## src/rtl/microc_pkg.sv

```systemverilog
// Shared definitions for the microc_stack datapath: instruction field positions and ALU opcodes.
// Latency: n/a (constants only).
// Backpressure: n/a.
package microc_pkg;

  localparam int INSTR_W = 16;

  // Instruction field positions
  localparam int OPC_HI = 15;
  localparam int OPC_LO = 10;
  localparam int RA1_HI = 11;
  localparam int RA1_LO = 8;
  localparam int RA2_HI = 7;
  localparam int RA2_LO = 4;
  localparam int WA3_HI = 3;
  localparam int WA3_LO = 0;
  localparam int IMM_HI = 11;
  localparam int IMM_LO = 4;
  localparam int TGT_LO = 0;

  // ALU operations
  localparam logic [2:0] ALU_PASS = 3'b000;
  localparam logic [2:0] ALU_NOT  = 3'b001;
  localparam logic [2:0] ALU_ADD  = 3'b010;
  localparam logic [2:0] ALU_SUB  = 3'b011;
  localparam logic [2:0] ALU_AND  = 3'b100;
  localparam logic [2:0] ALU_OR   = 3'b101;
  localparam logic [2:0] ALU_NEGA = 3'b110;
  localparam logic [2:0] ALU_NEGB = 3'b111;

endpackage

```

## src/rtl/microc_ras.sv

```systemverilog
// Return-address stack with sticky overflow/underflow flags.
// Latency: push/pop take effect at the next clock edge; dout_o is the current top, combinational.
// Backpressure: none; a push when full or a pop when empty is dropped and flagged.
//
// Ports:
//   clk_i, reset_i        clock, synchronous active-high reset
//   push_i, pop_i         stack operations; pop wins when both are set (no push)
//   din_i                 address pushed
//   dout_o                top-of-stack entry (valid when !empty_o)
//   full_o, empty_o       occupancy status
//   ovf_o, unf_o          sticky: push while full / pop while empty, cleared only by reset
module microc_ras #(
  parameter int DEPTH = 8,
  parameter int PCW   = 10
) (
  input  logic           clk_i,
  input  logic           reset_i,
  input  logic           push_i,
  input  logic           pop_i,
  input  logic [PCW-1:0] din_i,
  output logic [PCW-1:0] dout_o,
  output logic           full_o,
  output logic           empty_o,
  output logic           ovf_o,
  output logic           unf_o
);

  localparam int AW  = $clog2(DEPTH);
  localparam int SPW = AW + 1;
  localparam logic [SPW-1:0] FULL_SP = SPW'(DEPTH);

  logic [PCW-1:0] mem_q [DEPTH];
  logic [SPW-1:0] sp_q, sp_d, sp_m1;
  logic           ovf_q, ovf_d, unf_q, unf_d;
  logic           push_req, do_push, do_pop;

  assign full_o  = (sp_q == FULL_SP);
  assign empty_o = (sp_q == '0);

  // A simultaneous push and pop is treated as a pop alone.
  assign push_req = push_i & ~pop_i;
  assign do_push  = push_req & ~full_o;
  assign do_pop   = pop_i & ~empty_o;

  assign sp_m1  = sp_q - SPW'(1);
  assign dout_o = mem_q[sp_m1[AW-1:0]];

  always_comb begin
    sp_d  = sp_q;
    ovf_d = ovf_q;
    unf_d = unf_q;
    if (do_pop) begin
      sp_d = sp_m1;
    end else if (do_push) begin
      sp_d = sp_q + SPW'(1);
    end
    if (push_req && full_o) begin
      ovf_d = 1'b1;
    end
    if (pop_i && empty_o) begin
      unf_d = 1'b1;
    end
  end

  always_ff @(posedge clk_i) begin
    if (reset_i) begin
      sp_q  <= '0;
      ovf_q <= 1'b0;
      unf_q <= 1'b0;
    end else begin
      sp_q  <= sp_d;
      ovf_q <= ovf_d;
      unf_q <= unf_d;
    end
  end

  // Storage is not reset; only entries below sp are ever read.
  always_ff @(posedge clk_i) begin
    if (do_push) begin
      mem_q[sp_q[AW-1:0]] <= din_i;
    end
  end

  assign ovf_o = ovf_q;
  assign unf_o = unf_q;

endmodule

```

## src/rtl/microc_stack.sv

```systemverilog
// Single-cycle microcontroller datapath with register file, ALU, zero/carry flags and hardware return stack.
// Latency: all state updates at one clock edge; pc -> instr -> next state is combinational (async program memory).
// Backpressure: none; stack misuse is absorbed and reported through sticky ovf/unf.
//
// Ports:
//   clk, reset                  clock, synchronous active-high reset
//   instr                       instruction at address pc (same cycle)
//   s_inc, s_inm, we3, wez, op  control strobes from the external control unit
//   s_call, s_ret               subroutine call / return
//   pc, opcode                  program counter, instr[15:10]
//   z, c                        zero flag, carry flag
//   ovf, unf                    sticky return-stack overflow / underflow
// Build option: define MICROC_CARRY_EN to implement the carry flag; otherwise c is tied to 0.
module microc_stack
  import microc_pkg::*;
#(
  parameter int DW    = 8,
  parameter int PCW   = 10,
  parameter int DEPTH = 8
) (
  input  logic               clk,
  input  logic               reset,
  input  logic [INSTR_W-1:0] instr,
  input  logic               s_inc,
  input  logic               s_inm,
  input  logic               we3,
  input  logic               wez,
  input  logic [2:0]         op,
  input  logic               s_call,
  input  logic               s_ret,
  output logic [PCW-1:0]     pc,
  output logic [5:0]         opcode,
  output logic               z,
  output logic               c,
  output logic               ovf,
  output logic               unf
);

  logic [3:0]     ra1, ra2, wa3;
  logic [DW-1:0]  rf_q [16];
  logic [DW-1:0]  rd1, rd2, alu_a, alu_res;
  logic [PCW-1:0] pc_q, pc_d, pc_inc, tgt, ras_dout;
  logic           z_q, z_d;
  logic           ras_full, ras_empty;

  // ---------------- register file ----------------
  assign ra1 = instr[RA1_HI:RA1_LO];
  assign ra2 = s_inm ? instr[WA3_HI:WA3_LO] : instr[RA2_HI:RA2_LO];
  assign wa3 = instr[WA3_HI:WA3_LO];

  // r0 is hardwired to zero; writes to it are dropped.
  assign rd1 = (ra1 == 4'd0) ? '0 : rf_q[ra1];
  assign rd2 = (ra2 == 4'd0) ? '0 : rf_q[ra2];

  always_ff @(posedge clk) begin
    if (we3 && (wa3 != 4'd0)) begin
      rf_q[wa3] <= alu_res;
    end
  end

  // ---------------- ALU ----------------
  assign alu_a = s_inm ? DW'(instr[IMM_HI:IMM_LO]) : rd1;

  always_comb begin
    alu_res = '0;
    case (op)
      ALU_PASS: alu_res = alu_a;
      ALU_NOT:  alu_res = ~alu_a;
      ALU_ADD:  alu_res = alu_a + rd2;
      ALU_SUB:  alu_res = alu_a - rd2;
      ALU_AND:  alu_res = alu_a & rd2;
      ALU_OR:   alu_res = alu_a | rd2;
      ALU_NEGA: alu_res = '0 - alu_a;
      ALU_NEGB: alu_res = '0 - rd2;
      default:  alu_res = alu_a;
    endcase
  end

  assign z_d = wez ? (alu_res == '0) : z_q;

`ifdef MICROC_CARRY_EN
  logic [DW:0] add_ext, sub_ext;
  logic        c_q, c_d;

  assign add_ext = {1'b0, alu_a} + {1'b0, rd2};
  assign sub_ext = {1'b0, alu_a} - {1'b0, rd2};

  // Subtraction reports NOT borrow, so c=1 means A >= B.
  always_comb begin
    c_d = c_q;
    if (wez) begin
      case (op)
        ALU_ADD: c_d = add_ext[DW];
        ALU_SUB: c_d = ~sub_ext[DW];
        default: c_d = 1'b0;
      endcase
    end
  end

  always_ff @(posedge clk) begin
    if (reset) begin
      c_q <= 1'b0;
    end else begin
      c_q <= c_d;
    end
  end

  assign c = c_q;
`else
  assign c = 1'b0;
`endif

  // ---------------- return stack ----------------
  microc_ras #(
    .DEPTH (DEPTH),
    .PCW   (PCW)
  ) u_ras (
    .clk_i   (clk),
    .reset_i (reset),
    .push_i  (s_call),
    .pop_i   (s_ret),
    .din_i   (pc_inc),
    .dout_o  (ras_dout),
    .full_o  (ras_full),
    .empty_o (ras_empty),
    .ovf_o   (ovf),
    .unf_o   (unf)
  );

  a_ras_status : assert property (@(posedge clk) !(ras_full && ras_empty));

  // ---------------- program counter ----------------
  assign pc_inc = pc_q + PCW'(1);
  assign tgt    = instr[TGT_LO +: PCW];

  // Return beats call beats sequential/jump; a return on an empty stack just steps on.
  always_comb begin
    pc_d = s_inc ? pc_inc : tgt;
    if (s_call) begin
      pc_d = tgt;
    end
    if (s_ret) begin
      pc_d = ras_empty ? pc_inc : ras_dout;
    end
  end

  always_ff @(posedge clk) begin
    if (reset) begin
      pc_q <= '0;
      z_q  <= 1'b0;
    end else begin
      pc_q <= pc_d;
      z_q  <= z_d;
    end
  end

  assign pc     = pc_q;
  assign opcode = instr[OPC_HI:OPC_LO];
  assign z      = z_q;

endmodule

```

## config.mk

```make
export PLATFORM = sky130hd
export DESIGN_NAME = microc_stack
export DESIGN_NICKNAME = d
export VERILOG_FILES = /design/src/rtl/microc_pkg.sv /design/src/rtl/microc_ras.sv /design/src/rtl/microc_stack.sv
export SDC_FILE = /design/constraint.sdc
export NUM_CORES = 1
export LEC_CHECK = 0
export BUFFER_PORTS_ARGS = -buffer_cell sky130_fd_sc_hd__clkbuf_2
export CAP_MARGIN = 20
export CORE_MARGIN = 4
export CORE_UTILIZATION = 50
export CTS_CLUSTER_SIZE = 24
export DETAILED_ROUTE_END_ITERATION = 10
export HOLD_SLACK_MARGIN = 0.02
export MAX_ROUTING_LAYER = met4
export PLACE_DENSITY = 0.75
export SYNTH_ARGS = -nofsm -noshare
export SYNTH_HDL_FRONTEND = slang
export SYNTH_SLANG_ARGS = --single-unit
```

## constraint.sdc

```tcl
create_clock -name clk -period 7.95 [get_ports clk]
set_input_delay 0.795 -clock clk [delete_from_list [all_inputs] [get_ports clk]]
set_output_delay 0.795 -clock clk [all_outputs]
set_load 0.05 [all_outputs]
```

After elaboration in Yosys (flattened, before gate mapping):

Memories as Yosys holds them, arrays and structs flattened.
Cells that the tools add are included.
Widths: inputs -> output; s select.

* bits in registers: 17
* bits in writable memories: 208
* input bits: 27
* output and inout port bits: 20
* logic and storage cells: 56
* memories: 2

* add/subtract/negate cells: 7
* eq/ne operators: 8
* multiplexer cells: 15
* bitwise operators: 9
* reductions and logical operators: 10

Memory list
* rf_q: words 16, width 8, read ports 2, clocked after Yosys merged registers in 0, wr ports 1, line microc_stack.sv:40 `logic [DW-1:0] rf_q [16];`
* u_ras.mem_q: words 8, width 10, read ports 1, clocked after Yosys merged registers in 0, wr ports 1, line microc_ras.sv:32 `logic [PCW-1:0] mem_q [DEPTH];`

Operators with widths (count)
* $pmux 8 s8: 1
* $mux 10: 4
* $mux 8: 3
* $sub 1x8->8 const A: 2
* $eq 3x3->1 const B: 4
* $logic_not 4->1: 3
* $mux 4: 3
* $add 10x1->10 const B: 1
* $add 8x8->8: 1
* $and 8x8->8: 1
* $logic_not 8->1: 1
* $not 8->8: 1
* $or 8x8->8: 1
* $sub 8x8->8: 1
* $eq 3x2->1 const B: 2
* $add 4x1->4 const B: 1
* $eq 4x4->1 const B: 1
* $mux 1: 4
* $reduce_bool 4->1: 1
* $sub 4x1->4 const B: 1
* $and 1x1->1: 3
* $eq 3x1->1 const B: 1
* $logic_and 1x1->1: 3
* $logic_not 3->1: 1
* other kinds (2): 4

Depth between registers and ports, before layout:

* depth in word-level cells: 6
* gate-level depth with buffers: 22
* mapped depth without buffers: 19

Modules after synthesis:

A second synthesis with hierarchy kept.

* cells, all modules: 944
* area total of the unflattened synthesis: 11847.6 um2

Modules (own cells, without submodules)
* microc_stack: times used 1, cells an instance 771, area each 8348.0 um2, sequential area each 3883.7 um2
* microc_ras: times used 1, cells an instance 173, area each 3499.6 um2, sequential area each 2522.4 um2

Least setup slack after synthesis:

No wires, ideal clock.

* path kind: input-to-reg
* start: input port s_inm
* end: memory rf_q[0][7], data pin
* library setup time: 0.218 ns
* arrival time: 4.653 ns
* data required time: 7.732 ns
* setup slack: 3.079 ns
* stages: 19
* path buffers: 3
* path through: buf_6 -> mux2_4 -> buf_6 -> buf_8 -> mux4_2 -> a21oi_2 -> and2_1 -> ha_1 -> a21oi_1 -> ha_1 -> nor2b_1 -> o21ai_0 -> a21boi_0 -> o21ai_0 -> a21oi_1 -> xnor2_1 -> xnor2_1 -> o311ai_1 -> o41a_1

* longest elaborated chain between the ends: 5
* elaborated cells between the ends (all ways): 13
* those cells by class: add/sub (4); mux (4); bitwise (3); reduce/logical (1); memory (1)

Ends and longest elaborated chain
* start, declared: line microc_stack.sv:25 `input logic s_inm,`
* $mux 4: line microc_stack.sv:48 `assign ra2 = s_inm ? instr[WA3_HI:WA3_LO] : instr[RA2_HI:RA2_LO];`
* $mem_v2 16x8 or $logic_not 4->1 (tied branches)
* $mux 8: line microc_stack.sv:53 `assign rd2 = (ra2 == 4'd0) ? '0 : rf_q[ra2];`
* $sub 1x8->8 (tied with other cells): line microc_stack.sv:74 `ALU_NEGB: alu_res = '0 - rd2;`
* $pmux 8 s8 *: line microc_stack.sv:66 `case (op)`
* via alu_res[7]: line microc_stack.sv:41 `logic [DW-1:0] rd1, rd2, alu_a, alu_res;`
* end, declared: line microc_stack.sv:40

Mark *: on every way through the listed nets, which the timed path passes. The rest lies on a longest branch.

Worst setup path after layout:

* start: input port s_inm
* end: memory rf_q[2][7], data pin

The elaborated chain is that of the path after synthesis.

==> results.cfg <==
[place]
port_buffers = 37
post-dp-hpwl_um = 20800
gp_congestion = 0.929

[yosys]
synth_top_area_share_pct = 53.6
synth_ff_type = edfxtp_1
yosys.area.top_type = edfxtp_1
synthArstFlopShare_pct = 0
ys_seq_area_share_pct = 56.6
synth_edf_count = 207
yosys_warnings = 0
yosysUniqueCellTypes = 78
ys_top_cells_by_area = edfxtp_1 54%, mux4_2 12%, dfxtp_1 2.9%
avgSynthCellArea_um2 = 13.4
synth_seq_cells = 224
syn_inst = 866
netlist_area_mm2 = 0.0116
synth.most_common_cell = edfxtp_1
yosys-top-cells-count = 207 x edfxtp_1, 71 x nand2_1, 65 x nor2_1, 60 x mux4_2, 35 x a21oi_1

[sta]
finalCriticalPeriod_ps = 5850
setup-tns-final_ps = 0
fmax_mhz = 171
fin_skew_ps = 29.5
post-route-period-util_pct = 73.6
timing.hold.ws_ps = 468
slew_viol_final = 0
rsz0062_at_grt = no
tightestPinTransition_ps = 1230
slew_headroom_pct = 18.0
hold_viol = 0
setup_viol = 0

[cells_and_area]
area_growth_pct = 10.2
nets = 943
drive_gt1_share_pct = 18.9
fillers = 1821
antenna_cells = 0
fin_util_pct = 56.2

[power_and_ir_drop]
power.internal_w = 0.00242
power_w = 0.00356
p_leak_nw = 4.37
pwr-share-comb_pct = 28.1
vdd_drop_max_mv = 0.209
p_per_area_mw_per_mm2 = 279
swShare_pct = 32.0
switching_power_w = 0.00114
p_seq_share_pct = 43.0
clkPwrFrac_pct = 28.9

[die]
num_rows = 55
coreArea_mm2 = 0.0227
die_area_mm2 = 0.0257
initial_core_util_pct = 51.0
die_h_um = 160
ios = 47
fp.dieW_um = 160

[route]
dr.first_iter.drc_count = 1083
post_drt_wl_per_cell_um = 25.1
drt-pass1-iter-count = 6
wirelength_um = 30200
drc = 0
via_per_inst = 6.60
vias = 7931
ant_nets = 0

[clocking]
cts.path.max_buffers = 3
cts_resized = 0
cts_tree = yes
hold_buffers = 0
clk_pin_slew_ps = 60
cts-root-buf = clkbuf_16
postCtsSetupBuffers = 0
clock_sinks = 224
htreeDepth = 1
cts_inserted_buffers = 24
clkLatencyLatePin_ps = 530

[critical_path]
crit_chain = clkbuf_2 > mux2_1 > mux2_2 > a32oi_1 > o21a_1 > and2_1 > ha_1 > a21oi_1 > ha_1 > nor2b_1 > o21ai_0 > a21boi_0 > o21ai_0 > a21oi_1 > xnor2_1 > xnor2_1 > o311ai_1 > o41a_1
cp_top_family = compound AO/OA/AOI/OAI gates
cp.required_ps = 8220
cp_num_buf_inv = 1
crit_path_top_delay_cell = mux2_1
slowest_delay_ps = 860
endpoint_kind = flip-flop
crit_type = input port to flip-flop
start_kind = input port
crit_start = s_inm
worstPathArrival_ps = 6120
reg2reg_from = rf_q[13][2]$_DFFE_PP_
path_max_fanout = 37

[global_route]
grt_pass1_wl_um = 46800
overflow = 0
first_global_vias = 7761
antenna_found_initial = 0
gr-usage-all-layers_pct = 24.2
grt_max_degree = 38

[job]
cap_violations = 0

[outcome]
outcome = finished, final reports clean

[hold_path]
hold_class = flip-flop to flip-flop
hp-start = u_ras.unf_o$_SDFFE_PP0P_
[state kept, by name, indices dropped and copies added (netlist names)]
register	flops
rf_q	127
u_ras.mem_q	80
pc	10
u_ras.sp_q	4
u_ras.ovf_o	1
u_ras.unf_o	1
z	1
[kinds of logic after synthesis]
group	share of synthesized area, %
buf+inv	3.37
other cells	0.0324
compound gates	9.86
flops	56.6
simple gates	10.6
mux	16.1
xor+xnor	1.81
fa+ha+maj	1.68
[power groups by stage]
stage	Combinational [W]	Clock [W]	Sequential (W)
global route	0.00109	0.00111	0.00154
CTS	0.000999	0.00104	0.00153
finish	0.00100	0.00103	0.00153
global placement	0.000973	0	0.00155
detailed placement	0.000991	0	0.00155
floorplan	0.000677	0	0.00161
[final cells by class]
type / count / area, um2 / share of cell area [%]
Tap cell: 285 / 357 / 2.79
Clock inverter: 16 / 118 / 0.921
Timing Repair Buffer: 59 / 362 / 2.83
Clock buffer: 26 / 608 / 4.76
Multi-Input combinational cell: 570 / 4690 / 36.7
Sequential cell: 224 / 6560 / 51.3
Inverter: 22 / 82.6 / 0.647
[layer usage]
layer	up-vias	GRT usage (%)	wire, um
li1	3460	-	-
met1	3907	32.3	11800
met5	-	-	0
met4	0	8.06	1160
met2	483	38.3	14500
met3	81	3.87	2730
[metrics by stage]
| step | cell area (um2) | worst slack, ps | cells |
|---|---|---|---|
| final | 12800 | 2100 | 1202 |
| after global routing | 12800 | 1640 | 1202 |
| after CTS | 12700 | 2130 | 1199 |
| after detailed placement | 12000 | 1600 | 1157 |
| after global placement | 12000 | 1770 | 1156 |
| after floorplan | 11600 | 3080 | 873 |
[placed cells by master, fill, tap and decap left out, types with 11 or more instances in the layout]
master | synthesis | layout
clkbuf_2 | 0 | 37
inv_1 | 19 | 19
mux4_2 | 60 | 60
nand2_1 | 71 | 71
nand2b_1 | 11 | 11
nor3_1 | 16 | 14
dfxtp_1 | 17 | 17
o22ai_1 | 11 | 11
o21ai_0 | 21 | 21
ha_1 | 14 | 14
xnor2_1 | 17 | 17
buf_4 | 12 | 19
a21oi_1 | 35 | 35
clkbuf_16 | 0 | 24
nor2_1 | 65 | 65
nor2b_1 | 17 | 17
mux2i_1 | 33 | 33
a211oi_1 | 11 | 11
nand3_1 | 24 | 24
edfxtp_1 | 207 | 207
[tightest hold or removal path: cells and delay by family (launching register included)]
| kind | cells | cell delay [ps] |
|---|---|---|
| flip-flops | 1 | 320 |
| AND/OR/NAND/NOR | 2 | 110 |
[path summary, 6_finish.rpt]
kind / endpoint / slack [ps] / cells after the start
max: rf_q[2][7]$_DFFE_PP_ / 2100 / 18
min: u_ras.unf_o$_SDFFE_PP0P_ / 470 / 2
max reg2reg: rf_q[2][7]$_DFFE_PP_ / 3390 / 14
min reg2reg: u_ras.unf_o$_SDFFE_PP0P_ / 470 / 2
No activity file was read; power rests on OpenSTA's default activity.
